`src/rtl/quick_spi_slave.sv`:
```
// SPI responder oversampling sclk/ss_n/mosi in the clk domain; LSB-first,
// one RX word captured and one preloaded TX word shifted out per frame.
module quick_spi_slave #(
  parameter int unsigned RX_DATA_WIDTH = 16,
  parameter int unsigned TX_DATA_WIDTH = 8,
  parameter int unsigned CPOL          = 0,
  parameter int unsigned CPHA          = 0,
  parameter int unsigned SYNC_STAGES   = 2
) (
  input  logic                     clk,
  input  logic                     reset_n,
  input  logic                     enable,
  input  logic                     sclk,
  input  logic                     ss_n,
  input  logic                     mosi,
  output logic                     miso,
  output logic                     miso_oe,
  input  logic [TX_DATA_WIDTH-1:0] tx_data,
  input  logic                     tx_load,
  output logic                     tx_ready,
  output logic [RX_DATA_WIDTH-1:0] rx_data,
  output logic                     rx_valid,
  output logic                     frame_error,
  output logic                     busy
);

  localparam logic IDLE_LVL = (CPOL != 0);
  localparam logic CPHA1    = (CPHA != 0);
  localparam int unsigned RXC_W = $clog2(RX_DATA_WIDTH + 1);
  localparam int unsigned TXC_W = $clog2(TX_DATA_WIDTH + 1);
  localparam int unsigned FL_W  = $clog2(SYNC_STAGES + 3);
  localparam logic [RXC_W-1:0] RX_FULL    = RXC_W'(RX_DATA_WIDTH);
  localparam logic [RXC_W-1:0] RX_LAST    = RXC_W'(RX_DATA_WIDTH - 1);
  localparam logic [TXC_W-1:0] TX_FULL    = TXC_W'(TX_DATA_WIDTH);
  localparam logic [FL_W-1:0]  FLUSH_DONE = FL_W'(SYNC_STAGES + 2);

  typedef enum logic [1:0] {
    ST_IDLE   = 2'd0,
    ST_ACTIVE = 2'd1,
    ST_WAIT   = 2'd2
  } state_t;

  state_t state, state_nxt;

  logic [SYNC_STAGES-1:0] sclk_sync, ss_sync, mosi_sync;
  logic sclk_s, ss_s, mosi_s;
  logic sclk_d, ss_d;
  logic lead_q, trail_q, ss_fall_q, ss_rise_q, mosi_q;
  logic sample_q, shift_q;

  logic [FL_W-1:0]          flush_cnt;
  logic                     settled;
  logic [TX_DATA_WIDTH-1:0] tx_hold, tx_shift, tx_word;
  logic [TXC_W-1:0]         tx_count;
  logic [RX_DATA_WIDTH-1:0] rx_shift, rx_next;
  logic [RXC_W-1:0]         rx_count;

  logic start_frame, do_sample, do_shift, set_ferr, leave_active;

  always_ff @(posedge clk) begin
    if (!reset_n) begin
      sclk_sync <= {SYNC_STAGES{IDLE_LVL}};
      ss_sync   <= '1;
      mosi_sync <= '0;
    end else begin
      sclk_sync <= {sclk_sync[SYNC_STAGES-2:0], sclk};
      ss_sync   <= {ss_sync[SYNC_STAGES-2:0], ss_n};
      mosi_sync <= {mosi_sync[SYNC_STAGES-2:0], mosi};
    end
  end

  assign sclk_s = sclk_sync[SYNC_STAGES-1];
  assign ss_s   = ss_sync[SYNC_STAGES-1];
  assign mosi_s = mosi_sync[SYNC_STAGES-1];

  // Edge strobes are registered; mosi_q is delayed alongside to stay aligned.
  always_ff @(posedge clk) begin
    if (!reset_n) begin
      sclk_d    <= IDLE_LVL;
      ss_d      <= 1'b1;
      lead_q    <= 1'b0;
      trail_q   <= 1'b0;
      ss_fall_q <= 1'b0;
      ss_rise_q <= 1'b0;
      mosi_q    <= 1'b0;
    end else begin
      sclk_d    <= sclk_s;
      ss_d      <= ss_s;
      lead_q    <= (sclk_s != sclk_d) && (sclk_s != IDLE_LVL);
      trail_q   <= (sclk_s != sclk_d) && (sclk_s == IDLE_LVL);
      ss_fall_q <= ss_d & ~ss_s;
      ss_rise_q <= ~ss_d & ss_s;
      mosi_q    <= mosi_s;
    end
  end

  assign sample_q = CPHA1 ? trail_q : lead_q;
  assign shift_q  = CPHA1 ? lead_q  : trail_q;

  // The ss_n chain resets to 1; hold off leaving WAIT until it reflects the pin.
  always_ff @(posedge clk) begin
    if (!reset_n)
      flush_cnt <= '0;
    else if (flush_cnt != FLUSH_DONE)
      flush_cnt <= flush_cnt + 1'b1;
  end

  assign settled = (flush_cnt == FLUSH_DONE);

  always_ff @(posedge clk) begin
    if (!reset_n)
      state <= ST_WAIT;
    else
      state <= state_nxt;
  end

  always_comb begin
    state_nxt   = state;
    start_frame = 1'b0;
    do_sample   = 1'b0;
    do_shift    = 1'b0;
    set_ferr    = 1'b0;
    case (state)
      ST_IDLE: begin
        if (!enable) begin
          if (!ss_d)
            state_nxt = ST_WAIT;
        end else if (ss_fall_q) begin
          state_nxt   = ST_ACTIVE;
          start_frame = 1'b1;
        end
      end
      ST_ACTIVE: begin
        if (!enable) begin
          state_nxt = ss_d ? ST_IDLE : ST_WAIT;
        end else begin
          do_sample = sample_q && (rx_count < RX_FULL);
          do_shift  = shift_q;
          if (ss_rise_q) begin
            state_nxt = ST_IDLE;
            set_ferr  = !((rx_count == RX_FULL) ||
                          (do_sample && (rx_count == RX_LAST)));
          end
        end
      end
      ST_WAIT: begin
        if (settled && ss_d)
          state_nxt = ST_IDLE;
      end
      default: state_nxt = ST_WAIT;
    endcase
  end

  assign leave_active = (state == ST_ACTIVE) && (state_nxt != ST_ACTIVE);
  assign busy         = (state == ST_ACTIVE);
  assign miso_oe      = (state == ST_ACTIVE);
  assign tx_word      = tx_ready ? '0 : tx_hold;
  assign rx_next      = {mosi_q, rx_shift[RX_DATA_WIDTH-1:1]};

  always_ff @(posedge clk) begin
    if (!reset_n) begin
      tx_hold     <= '0;
      tx_ready    <= 1'b1;
      tx_shift    <= '0;
      tx_count    <= '0;
      rx_shift    <= '0;
      rx_count    <= '0;
      rx_data     <= '0;
      rx_valid    <= 1'b0;
      frame_error <= 1'b0;
      miso        <= 1'b0;
    end else begin
      rx_valid    <= 1'b0;
      frame_error <= set_ferr;

      if (start_frame)
        tx_ready <= 1'b1;
      // A frame start empties the holding register, so a same-cycle load lands.
      if (tx_load && (tx_ready || start_frame)) begin
        tx_hold  <= tx_data;
        tx_ready <= 1'b0;
      end

      if (start_frame) begin
        rx_shift <= '0;
        rx_count <= '0;
        if (CPHA1) begin
          tx_shift <= tx_word;
          tx_count <= '0;
        end else begin
          miso     <= tx_word[0];
          tx_shift <= tx_word >> 1;
          tx_count <= TXC_W'(1);
        end
      end

      if (do_sample) begin
        rx_shift <= rx_next;
        rx_count <= rx_count + 1'b1;
        if (rx_count == RX_LAST) begin
          rx_data  <= rx_next;
          rx_valid <= 1'b1;
        end
      end

      if (do_shift) begin
        if (tx_count < TX_FULL) begin
          miso     <= tx_shift[0];
          tx_shift <= tx_shift >> 1;
          tx_count <= tx_count + 1'b1;
        end else begin
          miso <= 1'b0;
        end
      end

      if (leave_active)
        miso <= 1'b0;
    end
  end

endmodule

```
`config.mk`:
```
export PLATFORM = sky130hd
export DESIGN_NAME = quick_spi_slave
export DESIGN_NICKNAME = d
export VERILOG_FILES = /design/src/rtl/quick_spi_slave.sv
export SDC_FILE = /design/constraint.sdc
export NUM_CORES = 1
export LEC_CHECK = 0
export ABC_AREA = 1
export CORE_UTILIZATION = 35
export CTS_CLUSTER_DIAMETER = 50
export DETAILED_ROUTE_END_ITERATION = 8
export GPL_TIMING_DRIVEN = 0
export PLACE_DENSITY_LB_ADDON = 0.12
export SLEW_MARGIN = 25
export SYNTH_ARGS = -nofsm -noshare
export SYNTH_HDL_FRONTEND = slang
export SYNTH_SLANG_ARGS = --single-unit
```
`constraint.sdc`:
```
create_clock -name clk -period 1.6 [get_ports clk]
set_clock_uncertainty 0.1 [all_clocks]
set_input_delay 0.16 -clock clk [delete_from_list [all_inputs] [get_ports clk]]
set_output_delay 0.16 -clock clk [all_outputs]
set_load 0.1 [all_outputs]
```
## After elaboration in Yosys (flattened, before gate mapping)

Cells that the tools add are included.

| word-level totals | value |
|---|---|
| bits in registers | 79 |
| latch bits | 0 |
| RAM bits | 0 |
| memory bits (read-only) | 0 |
| input port bits | 15 |
| output and inout bits | 22 |
| memories | 0 |

| cells by class | value |
|---|---|
| add/sub/neg operators | 3 |
| multipliers | 0 |
| divide/modulo/power cells | 0 |
| magnitude comparators | 2 |
| eq/ne operators | 8 |
| shift operators | 0 |
| muxes and demuxes | 32 |
| bitwise gates (word level) | 6 |
| reduce and logical (&&, ||, !) cells | 18 |

Operator list:

| kind | number |
|---|---|
| $mux 16 | 2 |
| $mux 8 | 4 |
| $mux 2 | 7 |
| $mux 1 | 13 |
| $mux 4 | 3 |
| $mux 5 | 2 |
| $logic_and 1x1->1 | 7 |
| $pmux 2 s3 | 1 |
| $reduce_bool 2->1 | 3 |
| $add 5x1->5 const B | 1 |
| $eq 5x4->1 const B | 1 |
| $eq 5x5->1 const B | 1 |
| $lt 5x5->1 const B | 1 |
| $add 4x1->4 const B | 1 |
| $lt 4x4->1 const B | 1 |
| $not 1->1 | 4 |
| $reduce_and 2->1 | 2 |
| $reduce_and 4->1 | 1 |
| $add 3x1->3 const B | 1 |
| $eq 3x3->1 const B | 1 |
| $ne 3x3->1 const B | 1 |
| $and 1x1->1 | 2 |
| $eq 2x1->1 const B | 1 |
| $eq 2x2->1 const B | 1 |
| other kinds (6) | 7 |

## Depth between registers and ports, before layout

Gate-level depths: netlist of run 1.

| logic depth | value |
|---|---|
| word-level depth | 7 |
| gate-level depth with buffers | 11 |
| mapped depth without buffers | 10 |

## Least setup slack after synthesis of run 1

Ideal clock, no wire load.

| timing path | value |
|---|---|
| kind | register to register |
| start point | reg tx_ready |
| end point | reg tx_hold[7] |
| setup time | 0.115 ns |
| arrival time | 1.921 ns |
| data required time | 1.385 ns |
| path slack | -0.536 ns |
| cell stages (with the launch flop) | 7 |
| path buffers | 1 |
| clock period less this slack | 2.136 ns |
| path through | dfxtp_1 > clkinv_1 > nand2_4 > buf_6 > nand3_1 > nand2_1 > nor2_1 |

| on the way | value |
|---|---|
| longest elaborated chain between the ends | 2 |

Ends and longest elaborated chain:

| element | line | RTL |
|---|---|---|
| from (decl) | 20 | `output logic tx_ready,` |
| from (signal assigned) | 163 | `tx_ready <= 1'b1;` |
| from (signal assigned) | 177 | `tx_ready <= 1'b1;` |
| from (signal assigned) | 181 | `tx_ready <= 1'b0;` |
| $logic_or 1x1->1 | 179 | `if (tx_load && (tx_ready \|\| start_frame)) begin` |
| $logic_and 1x1->1 | 179 |  |
| to (signal assigned) | 180 | `tx_hold <= tx_data;` |
| to (decl) | 53 | `logic [TX_DATA_WIDTH-1:0] tx_hold, tx_shift, tx_word;` |

Every way passes these cells.
A chain may end at the register's enable or synchronous reset.

## Worst setup path in the final report of run 1

| timing path | value |
|---|---|
| start point | reg rx_count[1] |
| end point | reg rx_data[13] |

| on the way | value |
|---|---|
| longest elaborated chain between the ends | 5 |

Ends and longest elaborated chain:

| element | line | RTL |
|---|---|---|
| from (decl) | 56 | `logic [RXC_W-1:0] rx_count;` |
| from (signal assigned) | 199 | `rx_count <= rx_count + 1'b1;` |
| $lt 5x5->1 | 137 | `do_sample = sample_q && (rx_count < RX_FULL);` |
| $logic_and 1x1->1 | 137 |  |
| $mux 1 | 134 | `if (!enable) begin` |
| $mux 1 | 123 | `case (state)` |
| $reduce_and 2->1 (no line) * | - |  |
| to (signal assigned) | 201 | `rx_data <= rx_next;` |
| to (decl) | 21 | `output logic [RX_DATA_WIDTH-1:0] rx_data,` |

Every way passes the cells marked *; elsewhere a longest branch is shown, timed or not.

==> run metrics, run 1 <==
status=complete, but fails checks; failing checks=negative setup slack; maxcap violations=0; met2 WL=~3300 microns; cell taking the most area after synthesis=dfxtp_1; Max Slew Vio Count=0; syn_nets=447; Routability Congestion=a little over 0.8; slowest CP cell=dfxtp_2; CP Data Required Time=1.75 ns; post-route ant nets=0; Hold Violations, Final=0; number of global-route vias before repair=2601; WL/cell=about 12 microns; Die Ht=97.0 microns; wl on met1=3770 microns; worst-path cell chain=ha_4 > nand2_4 > nor2_4 > ha_4 > nand2_4 > nor2_4 > inv_4 > buf_6 > nand3_2 > nand2_1; IO buf count=34; unrepaired setup endpoints after global routing=yes; Area growth syn-to-layout=31.9%; WL met3=235 microns; Min Hold Slack=0.0892 ns; # nets final=504; H-tree depth=3; Avg Inst Size Synth=7.42 sq um; FF+latch count, synth=78; pre-CTS setup slack=-0.581 ns; CTS buffer count=9; # setup viols final=11; grt total ovfl=0; post-route DRC violation count=0; number of diodes=0; Reg area=1570 sq um; 1st-pass router iterations=5; crit end category=flip-flop; routed vias=between 2k and 3k; CTS clk-pin slew, worst paths=about 0.090 ns; worst setup margin=-0.0290 ns; power per cell area=~920 nW/um^2; I/O pins=37; register area share after synthesis=0.494; initial antenna violation count=0; Max clock buf depth=2; Vias/cell=4.74; clk sinks=between 70 and 80; Max Fanout on Critical Path=6; die area=between 9000 and 10000 sq um; first-pass GRT wire length=12500 microns; startpoint types=flip-flop; post-DP HPWL=4780 microns; leak pwr=about 1.8 nW; largest net degree at the start of global routing=17; min Tclk post-route=1.63 ns; wirelength, routed=7420 microns; Post-Synthesis Cells=426; VDD IR-drop max=512 uV; detailed router's first-iteration violation count=104; # fillers=roughly 900; Hold Path Class=in -> reg; Multi-input gate area=1480 sq um; CP arrival=roughly 1.8 ns; Period Utilization, post-route=1.02; layout cells sized above 1=0.227; CP max stage delay=0.37 ns; # hold bufs at CTS=0; Max transition margin=0.540; # rows=34; Die Wd=97.0 microns; core area=8720 sq um; Worst-Skew Late Latency=approximately 0.35 ns; CTS tree=done; FMAX=614 MHz; synth warn=0; Starting Density=0.362; slew of the pin with the lowest slew margin=0.690 ns; CTS Root Cell=clkbuf_8; Synth area leaders=dfxtp_1 (49%), nand2_1 (14%), nand3_1 (7.3%); Netlist Area Pre-Place=3160 sq um; top sig layer=met4; share of the synthesized area in the top cell type=0.494; Synth cell types=28; all-layer global routing usage=0.165; WS Path Type=reg -> reg
-- Yosys cell counts --
library cell,number
nor2_1,51
buf_2,8
nand4_1,3
or2_2,3
nand2_1,117
xnor2_1,1
buf_1,2
buf_4,2
clkinv_1,1
inv_1,36
nand2_4,2
inv_2,1
nor3_1,1
clkbuf_1,6
buf_6,4
clkinv_2,1
o21bai_1,1
nand3_1,46
o31ai_1,1
ha_1,6
nor2_4,1
a21oi_1,32
dfxtp_1,78
nand2_2,2
o21ai_1,4
o21ai_0,12
nor2_2,2
nand3_2,2
-- final cells by class --
class / instances / area share
plain buffers: 21 / 0.0330
clock buffers: 10 / 0.0306
clock inverters: 6 / 0.0150
inverters: 39 / 0.0396
multi-input cells: 287 / 0.354
flip-flops and latches: 78 / 0.378
well taps: 108 / 0.0324
repair buffers: 46 / 0.115
repair inverters: 1 / 0.00270
-- through the flow --
stage	util	instance area (sq um)	setup TNS, ns	total power [mW]	cells
2_1_floorplan	-	3180	0	2.30	426
3_3_place_gp	0.419	3660	-9.85	2.38	568
3_5_place_dp	0.419	3660	-10.34	2.40	568
4_1_cts	0.464	4050	-0.234	3.86	589
5_1_grt	0.478	4170	-0.908	4.03	596
6_report	0.478	4170	-0.131	3.84	596
-- power breakdown --
| part | internal, mW | switching (mW) |
|---|---|---|
| registers | 2.01 | 0.0472 |
| clock network | 0.716 | 0.752 |
| logic | 0.126 | 0.186 |
-- layer usage --
metal  track usage  up-vias
met3        0.0390        9
met5             0        -
met2         0.254       39
li1              -     1458
met4        0.0586        0
met1         0.226     1317
-- state kept, by name, summed over array words and instances (netlist names), 2 cells and up --
signal and cells:
flush_cnt 3, mosi_sync 2, rx_count 5, rx_data 16, rx_shift 15, sclk_sync 2, ss_sync 2, state 2
tx_count 4, tx_hold 8, tx_shift 8
-- worst max-delay path, delay by kind of cell (launching register included) --
family                   cells  cell delay, ns
adder cells (fa/ha/maj)      2            0.30
AND/OR/NAND/NOR              6            0.53
buffers and inverters        2            0.24
flip-flops                   1            0.37
-- worst paths after layout --
check	startpoint	to	slack (ns)	cells past startpoint
worst max register to register	rx_count[1]	rx_data[13]	-0.03	10
worst max-delay path	rx_count[1]	rx_data[13]	-0.03	10
worst min register to register	ss_sync[1]	ss_fall_q	0.31	1
worst min-delay path	reset_n	flush_cnt[0]	0.09	3
-- what timing repair did --
| action | 4_1_cts | 5_1_grt |
|---|---|---|
| setup buffers | 5 | 6 |
| resized for setup | 108 | 19 |
| gates cloned | 1 | 1 |
| hold endpoints to repair | 0 | 0 |
| endpoints found under the setup margin | 39 | 19 |
| pin swaps | 16 | 8 |
-- placed cells by master (no fill, tap or decap), types with 2 or more instances in the layout --
| cell type | instances |
|---|---|
| o21ai_0 | 12 |
| or2_2 | 3 |
| buf_12 | 2 |
| buf_1 | 2 |
| dfxtp_2 | 4 |
| clkdlybuf4s15_2 | 20 |
| dfxtp_1 | 72 |
| clkdlybuf4s50_1 | 12 |
| buf_4 | 10 |
| clkbuf_1 | 7 |
| nor2_2 | 2 |
| nor2_1 | 49 |
| a21oi_1 | 32 |
| nand2_1 | 109 |
| clkinvlp_4 | 4 |
| nand3_1 | 32 |
| buf_6 | 8 |
| nand4_1 | 3 |
| ha_4 | 2 |
| buf_2 | 7 |
| o21ai_1 | 4 |
| nand2_2 | 5 |
| nand3_2 | 16 |
| inv_1 | 34 |
| clkinv_2 | 2 |
| clkbuf_8 | 9 |
| dfxtp_4 | 2 |
| nand2_4 | 7 |
| nor2_4 | 3 |
| ha_1 | 4 |
-- cell families after synthesis --
group	share of synthesized area
compound gates	0.0808
buf+inv	0.0879
fa+ha+maj	0.0238
flops	0.494
xor+xnor	0.00277
simple gates	0.311
Power figures use the tool's default switching activity.
==> run 2: changes to the inputs <==
--- a/config.mk
+++ b/config.mk
@@ -6,6 +6,7 @@
 export NUM_CORES = 1
 export LEC_CHECK = 0
 export ABC_AREA = 1
+export CAP_MARGIN = 20
 export CORE_UTILIZATION = 35
 export CTS_CLUSTER_DIAMETER = 50
 export DETAILED_ROUTE_END_ITERATION = 8
==> results of run 2 <==
The final DEF is identical to that of run 1; final timing and power are the same.
==> run 3: changes to the inputs <==
--- a/config.mk
+++ b/config.mk
@@ -6,7 +6,8 @@
 export NUM_CORES = 1
 export LEC_CHECK = 0
 export ABC_AREA = 1
-export CAP_MARGIN = 20
+export CELL_PAD_IN_SITES_DETAIL_PLACEMENT = 1
+export CELL_PAD_IN_SITES_GLOBAL_PLACEMENT = 1
 export CORE_UTILIZATION = 35
 export CTS_CLUSTER_DIAMETER = 50
 export DETAILED_ROUTE_END_ITERATION = 8
==> run 3 against run 2 <==
The run still ends with negative setup slack left. Global-route usage grew 1.9 points. Worst hold slack lost 0.029 ns. Clock power is essentially flat. Maximum frequency shrank 3.4%. Die area is the same. Utilization shrank 0.69 points. First-iteration DRC count shrank 38%. Flip-flop and latch count is the same. Critical path depth grew 1. Non-clock buffer count shrank 3. Largest power group unchanged.
==> run metrics, run 3 (same netlist as run 1, synthesis figures left out) <==
status=complete, but fails checks (unchanged); failing checks=negative setup slack (unchanged); Worst path depth=11 (was 10); CP max stage delay=0.39 ns (was 0.37 ns); Reg area=1580 sq um (was 1570 sq um); largest net degree at the start of global routing=15 (was 17); Multi-input gate area=1430 sq um (was 1480 sq um); leading registers by flop count=rx_data: 16 flops, rx_shift: 15 flops (unchanged); FMAX=593 MHz (was 614 MHz); # nets final=500 (was 504); VDD IR-drop max=447 uV (was 512 uV); crit path to=rx_data[13] (unchanged); Area growth syn-to-layout=30.0% (was 31.9%); worst setup margin=-0.0866 ns (was -0.0290 ns); leak pwr=1.77 nW (was 1.80 nW); most frequent cells in the layout=nand2_1 (105), dfxtp_1 (73), nor2_1 (48) (was nand2_1 (109), dfxtp_1 (72), nor2_1 (49)); # setup viols final=13 (was 11); Max clock buf depth=2 (unchanged); number of diodes=0 (unchanged); Routability Congestion=0.752 (was 0.805); I/O pins=37 (unchanged); Period Utilization, post-route=1.05 (was 1.02); CP Data Required Time=1.76 ns (was 1.75 ns); Worst-Skew Late Latency=0.36 ns (was 0.35 ns); placed inst area=3660 sq um (unchanged); die area=9410 sq um (unchanged); Non-Filler Cell Area, Final=4110 sq um (was 4170 sq um); layout cells sized above 1=0.215 (was 0.227); unrepaired setup endpoints after global routing=yes (unchanged); worst-path cell chain=ha_4 > nand2_4 > nor2_2 > ha_2 > nand2_2 > nor2_4 > buf_6 > inv_8 > buf_6 > nand3_1 > nand2_1 (was ha_4 > nand2_4 > nor2_4 > ha_4 > nand2_4 > nor2_4 > inv_4 > buf_6 > nand3_2 > nand2_1); Max transition margin=0.639 (was 0.540); # rows=34 (unchanged); slew of the pin with the lowest slew margin=0.545 ns (was 0.690 ns); IO buf count=34 (unchanged); Largest register FFs=16 (unchanged); startpoint types=flip-flop (unchanged); Die Ht=97.0 microns (unchanged); CTS clk-pin slew, worst paths=0.09 ns (about the same); min Tclk post-route=1.69 ns (was 1.63 ns); Hold Path Class=in -> reg (unchanged); 1st-pass router iterations=4 (was 5); Max Fanout on Critical Path=6 (unchanged); Max Slew Vio Count=0 (unchanged); CP dominant cell by count=buf_6; grt total ovfl=0 (unchanged); worst flop-to-flop path endpoint=rx_data[13] (unchanged); worst hold start=reset_n (unchanged); H-tree depth=3 (unchanged); post-route ant nets=0 (unchanged); crit end category=flip-flop (unchanged); # fillers=1073 (was 882); Bufs and invs on worst path=3 (was 2); Starting Density=0.362 (unchanged); wirelength, routed=7970 microns (was 7420 microns); Worst Reg-to-Reg Cells=11 (was 10); number of global-route vias before repair=2835 (was 2601); CTS tree=done (unchanged); CP arrival=1.84 ns (was 1.78 ns); WL/cell=13.5 microns (was 12.4 microns); maxcap violations=0 (unchanged); Worst R2R Setup Slack=-0.09 ns (was -0.03 ns); first-pass GRT wire length=13800 microns (was 12500 microns); clk sinks=78 (unchanged); Worst R2R Start=rx_count[1] (unchanged); core area=8720 sq um (unchanged); CTS Root Cell=clkbuf_8 (unchanged); CTS buffer count=9 (unchanged); post-route DRC violation count=0 (unchanged); detailed router's first-iteration violation count=64 (was 104); all-layer global routing usage=0.185 (was 0.165); initial antenna violation count=0 (unchanged); Die Wd=97.0 microns (unchanged); CP delay by family, top=simple AND/OR/NAND/NOR gates (unchanged); slowest CP cell=dfxtp_4 (was dfxtp_2); power per cell area=941 nW/um^2 (was 921 nW/um^2); WS Path Type=reg -> reg (unchanged); most common cell after layout, fill and taps aside=nand2_1 (unchanged); Vias/cell=4.85 (was 4.74); routed vias=2869 (was 2823); TNS Setup=-0.862 ns (was -0.131 ns); register name with the most flops=rx_data (unchanged); post-DP HPWL=5250 microns (was 4780 microns); Hold Violations, Final=0 (unchanged); Setup crit start=rx_count[1] (unchanged)
[run 3: changes by cell type in the layout (fill, tap and decap cells not counted), moves of 3 or more]
cell      before  now
clkinv_4       0    3
nand3_1       32   40
nand2_2        5   11
dfxtp_2        4    1
buf_6          8   11
nand2_1      109  105
buf_4         10    4
nand3_2       16    7
[run 3: worst min-delay path by stage]
stage | end | slack, ns | cells past startpoint
2_1_floorplan | mosi_sync[0] | 0.16 | 2
3_3_place_gp | ss_sync[1] | 0.30 | 1
3_5_place_dp | ss_sync[1] | 0.30 | 1
4_1_cts | frame_error | 0.04 | 3
5_1_grt | flush_cnt[0] | 0.06 | 3
6_report | frame_error | 0.06 | 3
[run 3: cell type report]
class,count,area share
Sequential cell,78,0.384
Inverter,39,0.0396
Clock inverter,7,0.0180
Tap cell,108,0.0329
Buffer,20,0.0286
Clock buffer,9,0.0302
Multi-Input combinational cell,287,0.348
Timing Repair Buffer,44,0.118
[run 3: per-stage QoR]
step | setup WS, ns | total power [mW] | hold WS [ns] | util | instances
2_1_floorplan | 0.0227 | 2.30 | 0.158 | - | 426
3_3_place_gp | -0.597 | 2.39 | 0.298 | 0.419 | 568
3_5_place_dp | -0.600 | 2.40 | 0.302 | 0.419 | 568
4_1_cts | -0.0848 | 3.91 | 0.0428 | 0.472 | 594
5_1_grt | -0.158 | 4.05 | 0.0564 | 0.471 | 592
6_report | -0.0866 | 3.86 | 0.0604 | 0.471 | 592
[run 3: worst reg2reg max path, delay by kind of cell (launching register included)]
| family | cells | cell delay (ns) |
|---|---|---|
| buffers and inverters | 3 | 0.30 |
| and+or+nand+nor | 6 | 0.48 |
| adders and majority gates | 2 | 0.32 |
| DFF | 1 | 0.39 |
[run 3: power breakdown]
group | switching (mW) | internal (mW)
clock network | 0.777 | 0.726
logic | 0.185 | 0.119
registers | 0.0497 | 2.01
total | 1.01 | 2.85
[run 3: what timing repair did]
| action | CTS | global route |
|---|---|---|
| setup endpoints to repair | 38 | 32 |
| setup buffers | 8 | 1 |
| gates cloned | 2 | 0 |
| resized for setup | 112 | 13 |
| hold buffers | 0 | 0 |
| pin swaps | 5 | 8 |
[run 3: per-layer routing]
layer	GRT usage	wire length [microns]
met3	0.0513	289
met1	0.241	3800
met2	0.296	3790
met4	0.0563	96
met5	0	0
